==> config.mk <==
export PLATFORM = sky130hd
export DESIGN_NAME = wm8731_adc_capture
export DESIGN_NICKNAME = d
export VERILOG_FILES = /design/src/rtl/wm8731_adc_capture.sv
export SDC_FILE = /design/constraint.sdc
export NUM_CORES = 1
export LEC_CHECK = 0
export BUFFER_PORTS_ARGS = -buffer_cell sky130_fd_sc_hd__buf_2
export CAP_MARGIN = 20
export CORE_AREA = 2 2 193 195
export DETAILED_ROUTE_END_ITERATION = 8
export DIE_AREA = 0 0 195 197
export GPL_ROUTABILITY_DRIVEN = 0
export SLEW_MARGIN = 0
export SYNTH_ARGS = -nofsm -noshare
export SYNTH_HDL_FRONTEND = slang
export SYNTH_SLANG_ARGS = --single-unit
==> constraint.sdc <==
create_clock -name clk -period 5.1 [get_ports clk]
set_input_delay 0.51 -clock clk [delete_from_list [all_inputs] [get_ports clk]]
set_output_delay 0.51 -clock clk [all_outputs]
set_load 0.02 [all_outputs]
==> src/rtl/wm8731_adc_capture.sv <==
// WM8731 ADC receive stage: generates BCLK/ADCLRC for a slave codec,
// deserialises left-justified 16+16 bit frames from ADCDAT and buffers
// the resulting {left, right} words in a FIFO that the bus pops one word
// per read.
module wm8731_adc_capture #(
   parameter int BCLK_DIV = 16,
   parameter int DEPTH    = 8,
   parameter int CNT_W    = 4
) (
   input  logic             clk,
   input  logic             rst_n,
   input  logic             en,
   output logic             adc_bclk,
   output logic             adc_lrc,
   input  logic             adc_dat,
   input  logic             rd_en,
   output logic [31:0]      rd_data,
   output logic             rd_valid,
   output logic             empty,
   output logic             full,
   output logic [CNT_W-1:0] count,
   output logic             ovf,
   input  logic             ovf_clr
);

   localparam int DIV_W = (BCLK_DIV > 1) ? $clog2(BCLK_DIV) : 1;
   localparam int AW    = (DEPTH > 1) ? $clog2(DEPTH) : 1;

   logic [DIV_W-1:0] div_cnt_r;
   logic             bclk_r;
   logic             lrc_r;
   logic [4:0]       bit_cnt_r;
   logic [31:0]      shift_r;
   logic             push_r;
   logic [31:0]      push_data_r;

   logic [31:0]      mem_r [DEPTH];
   logic [AW-1:0]    wr_ptr_r;
   logic [AW-1:0]    rd_ptr_r;
   logic [CNT_W-1:0] count_r;
   logic             empty_r;
   logic             full_r;
   logic [31:0]      rd_data_r;
   logic             rd_valid_r;
   logic             ovf_r;

   logic             wrap_s;
   logic             rise_tick_s;
   logic             fall_tick_s;
   logic [4:0]       bit_cnt_nxt_s;
   logic [31:0]      shift_nxt_s;
   logic             do_push_s;
   logic             do_pop_s;
   logic             overflow_s;
   logic [CNT_W-1:0] count_nxt_s;

   assign wrap_s        = (div_cnt_r == DIV_W'(BCLK_DIV - 1));
   assign rise_tick_s   = en & wrap_s & ~bclk_r;
   assign fall_tick_s   = en & wrap_s & bclk_r;
   assign bit_cnt_nxt_s = bit_cnt_r + 5'd1;
   assign shift_nxt_s   = {shift_r[30:0], adc_dat};

   // A pop needs data; a push needs room unless a pop frees a slot in the same cycle.
   assign do_pop_s   = rd_en & ~empty_r;
   assign do_push_s  = push_r & (~full_r | do_pop_s);
   assign overflow_s = push_r & full_r & ~do_pop_s;

   // Next fill level from the push/pop combination.
   always_comb begin
      count_nxt_s = count_r;
      case ({do_push_s, do_pop_s})
         2'b10:   count_nxt_s = count_r + CNT_W'(1);
         2'b01:   count_nxt_s = count_r - CNT_W'(1);
         default: count_nxt_s = count_r;
      endcase
   end

   // Bit-clock divider, frame counter, LR clock and serial shift register.
   always_ff @(posedge clk or negedge rst_n) begin
      if (!rst_n) begin
         div_cnt_r <= '0;
         bclk_r    <= 1'b0;
         lrc_r     <= 1'b1;
         bit_cnt_r <= 5'd0;
         shift_r   <= 32'd0;
      end else if (!en) begin
         // Disabling restarts the frame and throws away any partial word.
         div_cnt_r <= '0;
         bclk_r    <= 1'b0;
         lrc_r     <= 1'b1;
         bit_cnt_r <= 5'd0;
         shift_r   <= 32'd0;
      end else begin
         div_cnt_r <= wrap_s ? '0 : div_cnt_r + DIV_W'(1);
         if (wrap_s) begin
            bclk_r <= ~bclk_r;
         end
         if (fall_tick_s) begin
            bit_cnt_r <= bit_cnt_nxt_s;
            lrc_r     <= ~bit_cnt_nxt_s[4];
         end
         if (rise_tick_s) begin
            shift_r <= shift_nxt_s;
         end
      end
   end

   // Word completion: the last right-channel bit raises a push for one cycle.
   always_ff @(posedge clk or negedge rst_n) begin
      if (!rst_n) begin
         push_r      <= 1'b0;
         push_data_r <= 32'd0;
      end else begin
         push_r <= rise_tick_s & (bit_cnt_r == 5'd31);
         if (rise_tick_s && (bit_cnt_r == 5'd31)) begin
            push_data_r <= shift_nxt_s;
         end
      end
   end

   // FIFO storage; contents are qualified by the pointers so need no reset.
   always_ff @(posedge clk) begin
      if (do_push_s) begin
         mem_r[wr_ptr_r] <= push_data_r;
      end
   end

   // FIFO pointers, fill level, flags, read port and sticky overflow.
   always_ff @(posedge clk or negedge rst_n) begin
      if (!rst_n) begin
         wr_ptr_r   <= '0;
         rd_ptr_r   <= '0;
         count_r    <= '0;
         empty_r    <= 1'b1;
         full_r     <= 1'b0;
         rd_data_r  <= 32'd0;
         rd_valid_r <= 1'b0;
         ovf_r      <= 1'b0;
      end else begin
         if (do_push_s) begin
            wr_ptr_r <= wr_ptr_r + AW'(1);
         end
         if (do_pop_s) begin
            rd_ptr_r  <= rd_ptr_r + AW'(1);
            rd_data_r <= mem_r[rd_ptr_r];
         end
         rd_valid_r <= do_pop_s;
         count_r    <= count_nxt_s;
         empty_r    <= (count_nxt_s == CNT_W'(0));
         full_r     <= (count_nxt_s == CNT_W'(DEPTH));
         // A new overflow outranks a clear arriving in the same cycle.
         if (overflow_s) begin
            ovf_r <= 1'b1;
         end else if (ovf_clr) begin
            ovf_r <= 1'b0;
         end
      end
   end

   assign adc_bclk = bclk_r;
   assign adc_lrc  = lrc_r;
   assign rd_data  = rd_data_r;
   assign rd_valid = rd_valid_r;
   assign empty    = empty_r;
   assign full     = full_r;
   assign count    = count_r;
   assign ovf      = ovf_r;

endmodule
======== After elaboration in Yosys (flattened, before gate mapping) ========
Memories as Yosys holds them, arrays and structs flattened. A register that Yosys moved wholly into a read port is not among the register bits.
Index checks and enable logic that the tools add are counted.
word-level totals
  RAM bits ................................ 256
  flip-flop bits (word level) ............. 89
  memories kept ........................... 1
  word-level logic and storage cells ...... 62
memories
  name   words  bits a word  read ports  clocked after memory_dff  write ports  line  source
  mem_r  8      32           1           1                         1            37    logic [31:0] mem_r [DEPTH];
cells by class
  mux-type cells .......................... 15
  $add $sub $neg .......................... 6
  equal/unequal tests ..................... 8
  bitwise logic cells ..................... 14
  reduce and logical (&&, ||, !) cells .... 4
operators with widths
  kind                   number
  $mux W31               2
  $mux W5                2
  $add A4 B1 Y4 const B  2
  $and A1 B1 Y1          8
  $eq A4 B4 Y1 const B   2
  $mux W1                8
  $mux W4                2
  $pmux W4 S2            1
  $add A3 B1 Y3 const B  2
  $ne A2 B1 Y1 const B   3
  $add A5 B1 Y5 const B  1
  $eq A5 B5 Y1 const B   1
  $not A1 Y1             5
  $logic_not A4 Y1       1
  $sub A4 B1 Y4 const B  1
  $eq A2 B1 Y1 const B   1
  $eq A2 B2 Y1 const B   1
  $reduce_bool A2 Y1     1
  $logic_and A1 B1 Y1    1
  $logic_not A1 Y1       1
  $or A1 B1 Y1           1

======== Logic depth before layout (Yosys ltp) ========
  depth after elaboration ................. 7
  mapped depth ............................ 11

======== Worst setup path after synthesis ========
No wires, ideal clock.
  kind .................................... input to register
  from .................................... input rd_en
  to ...................................... memory mem_r[0][0], enable pin
  slack ................................... 0.408 ns
  buffers on the path ..................... 0
  stages on the path ...................... 4
  library setup time ...................... 0.501 ns
  arrival time ............................ 4.191 ns
  required time ........................... 4.599 ns
  cell sequence ........................... nand2b_1 -> a21boi_1 -> inv_1 -> nor4_1
between the ends
  word-level cells in the longest chain between the ends .. 5
RTL lines
  element                        line  source
  start: declaration             16    input logic rd_en,
  $and A1 B1 Y1                  64    assign do_pop_s = rd_en & ~empty_r;
  $or A1 B1 Y1                   65    assign do_push_s = push_r & (~full_r | do_pop_s);
  $and A1 B1 Y1                  65
  $mux W1                        123   if (do_push_s) begin
  $mux W1 (not written as such)  124   mem_r[wr_ptr_r] <= push_data_r;
  end: declaration               37
No other way between the ends.

======== Worst setup path after layout ========
  from .................................... register empty_r, in the netlist empty
  to ...................................... register full_r, in the netlist full
between the ends
  word-level cells in the longest chain between the ends .. 7
  elaborated cells on any way between the ends .. 8
  those cells by class .................... eq/ne: 3; mux: 1; bitwise: 4
RTL lines
  element                                              line  source
  start: declaration                                   41    logic empty_r;
  start signal: assignment                             149   empty_r <= (count_nxt_s == CNT_W'(0));
  $not A1 Y1 (*)                                       64
  $and A1 B1 Y1 (*)                                    64
  net do_pop_s                                         53    logic do_pop_s;
  $or A1 B1 Y1                                         65
  $and A1 B1 Y1                                        65
  $eq A2 B1 Y1 / $eq A2 B2 Y1 (equally long branches)  71    case ({do_push_s, do_pop_s})
  $pmux W4 S2 (*)                                      71
  $eq A4 B4 Y1 (*)                                     150   full_r <= (count_nxt_s == CNT_W'(DEPTH));
  end signal: assignment                               150
  end: declaration                                     42    logic full_r;
The timed path passes the listed nets; every way through them passes the cells marked *.
A chain may end at the register's enable or synchronous reset.

==> key figures <==
Finish
  • Share of cells above drive strength 1: between 20% and 30%
  • Antenna diodes: 0
  • Area Overhead vs Synth: 14.8%
  • Final nets: 878
  • Area of the multi-input gates: between 3000 and 4000 um^2
  • Layout fillers: 3,098
  • Most frequent cells in the layout: edfxtp_1 (256), dfrtp_1 (116), nand2_1 (107), o21ai_0 (68), mux4_2 (64)
  • Most common cell after layout, fill and taps aside: edfxtp_1
  • Reg area: approximately 11,000 um^2

Drt
  • DR pass1 iterations: 4
  • Wire per inst: around 19 um
  • WL final: approximately 26,000 um
  • Routed Antenna Nets: 0
  • Routed vias: roughly 6,900
  • Via density: 5.04
  • DRT iter0 DRCs: approximately 500
  • # DRC: 0

Power
  • Max VDD drop: between 0.0002 and 0.0003 V
  • Pwr per Cell Area: approximately 430 nW/um^2
  • Leak pwr: approximately 6.8 nW

Synth
  • Top FF cell, synth: edfxtp_1
  • Post-synthesis register bit count: about 380
  • Synth unique cells: between 40 and 50
  • Syn_nets: 813
  • Ys async rst share: between 30% and 40%
  • Cell count after synthesis: 799
  • Register area share after synthesis: 74.7%
  • Syn Area/Cell: 18.0 um^2
  • EDFF count, synth: between 200 and 300
  • Post-synth design cell area: 14,300 um^2
  • Ys Warns: 0

STA
  • Setup TNS: 0 ns
  • Fin Hold WS: between 0.03 and 0.04 ns
  • Pins Over Slew Limit: 0
  • Final critical-path share of the clock period: between 60% and 70%
  • Fmax: approximately 320 MHz
  • Clock skew: around 0.014 ns
  • Slew HR: approximately 41%
  • Fin. Hold Viols: 0
  • Unrepaired setup endpoints after global routing: false
  • Final setup viols: 0
  • Minimum clock period: between 3 and 4 ns
  • Worst Tran Pin Value: slightly below 0.9 ns

Floorplan
  • Full die area: 38,400 um^2
  • Die width: about 200 um
  • Ports: 48
  • Num rows: 70
  • Vert. Die Dim: 197 um
  • Starting density of the core: ~40%
  • Core ar.: ~36,000 um^2

CTS
  • Max H-tree Level: 2
  • Hold_buf cts: 0
  • Clock Tree Root: clkbuf_16
  • # resized after CTS: 0
  • Number of buffers created by CTS: 40
  • Clock slew at reported path FFs: 0.06 ns
  • CTS tree: yes
  • Clock Sinks: around 380
  • Clk Latency, worst-skew pair: ~0.52 ns
  • Total setup buffers inserted after CTS: 0
  • Bufs on Longest Clock Path: 3

Global routing
  • First-pass GRT wire length: slightly above 40,000 um
  • GRT overflow: 0
  • Largest net degree at the start of global routing: 74
  • All-layer global routing usage: about 14%
  • Number of global-route vias before repair: approximately 7,000
  • Initial antenna violation count: 1

Run status
  • Outcome: finished clean

Worst setup path
  • Worst r2r path cells: 10
  • CP dominant cell by count: ha_1
  • Critical Path Source: empty$_DFF_PN1_
  • Crit-path cells: nand2b_2 -> buf_4 -> inv_1 -> ha_1 -> xor2_1 -> ha_1 -> a21oi_1 -> xor3_1 -> a31oi_1 -> o21ba_2
  • R2r endpoint: full$_DFF_PN0_
  • Crit-path max FO: between 60 and 70
  • Critical Path RT: between 5 and 6 ns
  • CP arrival: around 3.5 ns
  • WP buf/inv: 2
  • CP top delay family: buffers and inverters
  • Startpoint types: flip-flop
  • CP endpoint kind: flip-flop
  • R2R setup slack: ~2 ns
  • CP max-delay cell: buf_4
  • Reg2reg start: empty$_DFF_PN1_
  • Slowest stage delay, CP: ~0.55 ns
  • Critical setup path kind: flip-flop to flip-flop

Placed design
  • Port buffer count: between 40 and 50
  • Final HPWL DP: 14,200 um

Flow run
  • Max Cap Violations: 0

Hold path
  • Min-Delay Path Class: primary input to asynchronous set/reset pin
worst reg2reg max path, delay by kind of cell (launching register included):
kind,cells,cell delay [ns]
buf+inv,2,0.78
compound gates,3,0.62
flops,1,0.52
fa+ha+maj,2,0.51
xor+xnor,2,0.45
simple gates,1,0.11
per-layer routing:
metal,vias to the layer above,share of wire [%],GRT usage (%)
li1,3173,-,-
met4,2,1.7,4.01
met5,-,0.046,0
met1,3549,47,19.3
met2,98,48,22.9
met3,31,3.7,2.60
metrics by stage:
stage / area (um^2) / util [%] / setup WS, ns / power [W] / instances
3_5_place_dp: 15200 / 41.9 / 1.91 / 0.00433 / 1290
5_1_grt: 16500 / 45.4 / 1.75 / 0.00732 / 1361
6_report: 16500 / 45.4 / 2.00 / 0.00704 / 1361
4_1_cts: 16500 / 45.4 / 1.94 / 0.00714 / 1361
3_3_place_gp: 15200 / 41.9 / 1.99 / 0.00432 / 1290
2_1_floorplan: 14300 / - / 0.408 / 0.00409 / 799
cell type report:
type	instances	share of cell area, %
flip-flops and latches	377	65.1
well taps	468	3.56
multi-input cells	376	21.2
inverters	5	0.114
clock inverters	15	0.942
clock buffers	56	6.82
repair buffers	64	2.24
synthesized netlist by cell type (all sizes together), types with 6 or more instances:
library cell  number  area share, %
and2               6           0.26
buf               17           0.55
clkbuf            24           0.63
dfrtp            119             21
edfxtp           256             54
ha                 8           0.70
mux2              34            2.7
mux2i             32            2.2
mux4              64             10
nand2            108            2.8
nor3               6           0.21
o21ai             68            2.4
xnor2              7           0.43
where the power goes:
group / internal [W] / switching, W / total [W]
Combinational: 0.000366 / 0.000419 / 0.000784
Sequential: 0.00328 / 0.000165 / 0.00345
Clock: 0.00169 / 0.00112 / 0.00280
kinds of logic (layout without fill, tap and decap cells):
family          after synthesis  count (layout)  synth area share (%)
compound gates               79              79                  2.91
xor+xnor                     13              13                 0.898
flops                       377             377                  74.7
simple gates                146             146                  4.52
mux                         130             130                  14.9
fa+ha+maj                     8               8                 0.698
buf+inv                      46             140                  1.31
worst max path at each step:
stage / depth (start not counted) / slack (ns) / endpoint
3_5_place_dp: 11 / 1.91 / full$_DFF_PN0_
5_1_grt: 10 / 1.75 / full$_DFF_PN0_
2_1_floorplan: 4 / 0.41 / mem_r[0][0]$_DFFE_PP_
4_1_cts: 10 / 1.94 / full$_DFF_PN0_
6_report: 10 / 2.00 / full$_DFF_PN0_
3_3_place_gp: 11 / 1.99 / full$_DFF_PN0_
state kept, by name (all words and copies together), names as in the netlist:
signal,cells
adc_bclk,1
wr_ptr_r,3
count,4
mem_r,256
empty,1
rd_data,32
push_data_r,32
div_cnt_r,4
full,1
shift_r,31
adc_lrc,1
bit_cnt_r,5
rd_valid,1
rd_ptr_r,3
push_r,1
ovf,1
Power figures use the tool's default switching activity.
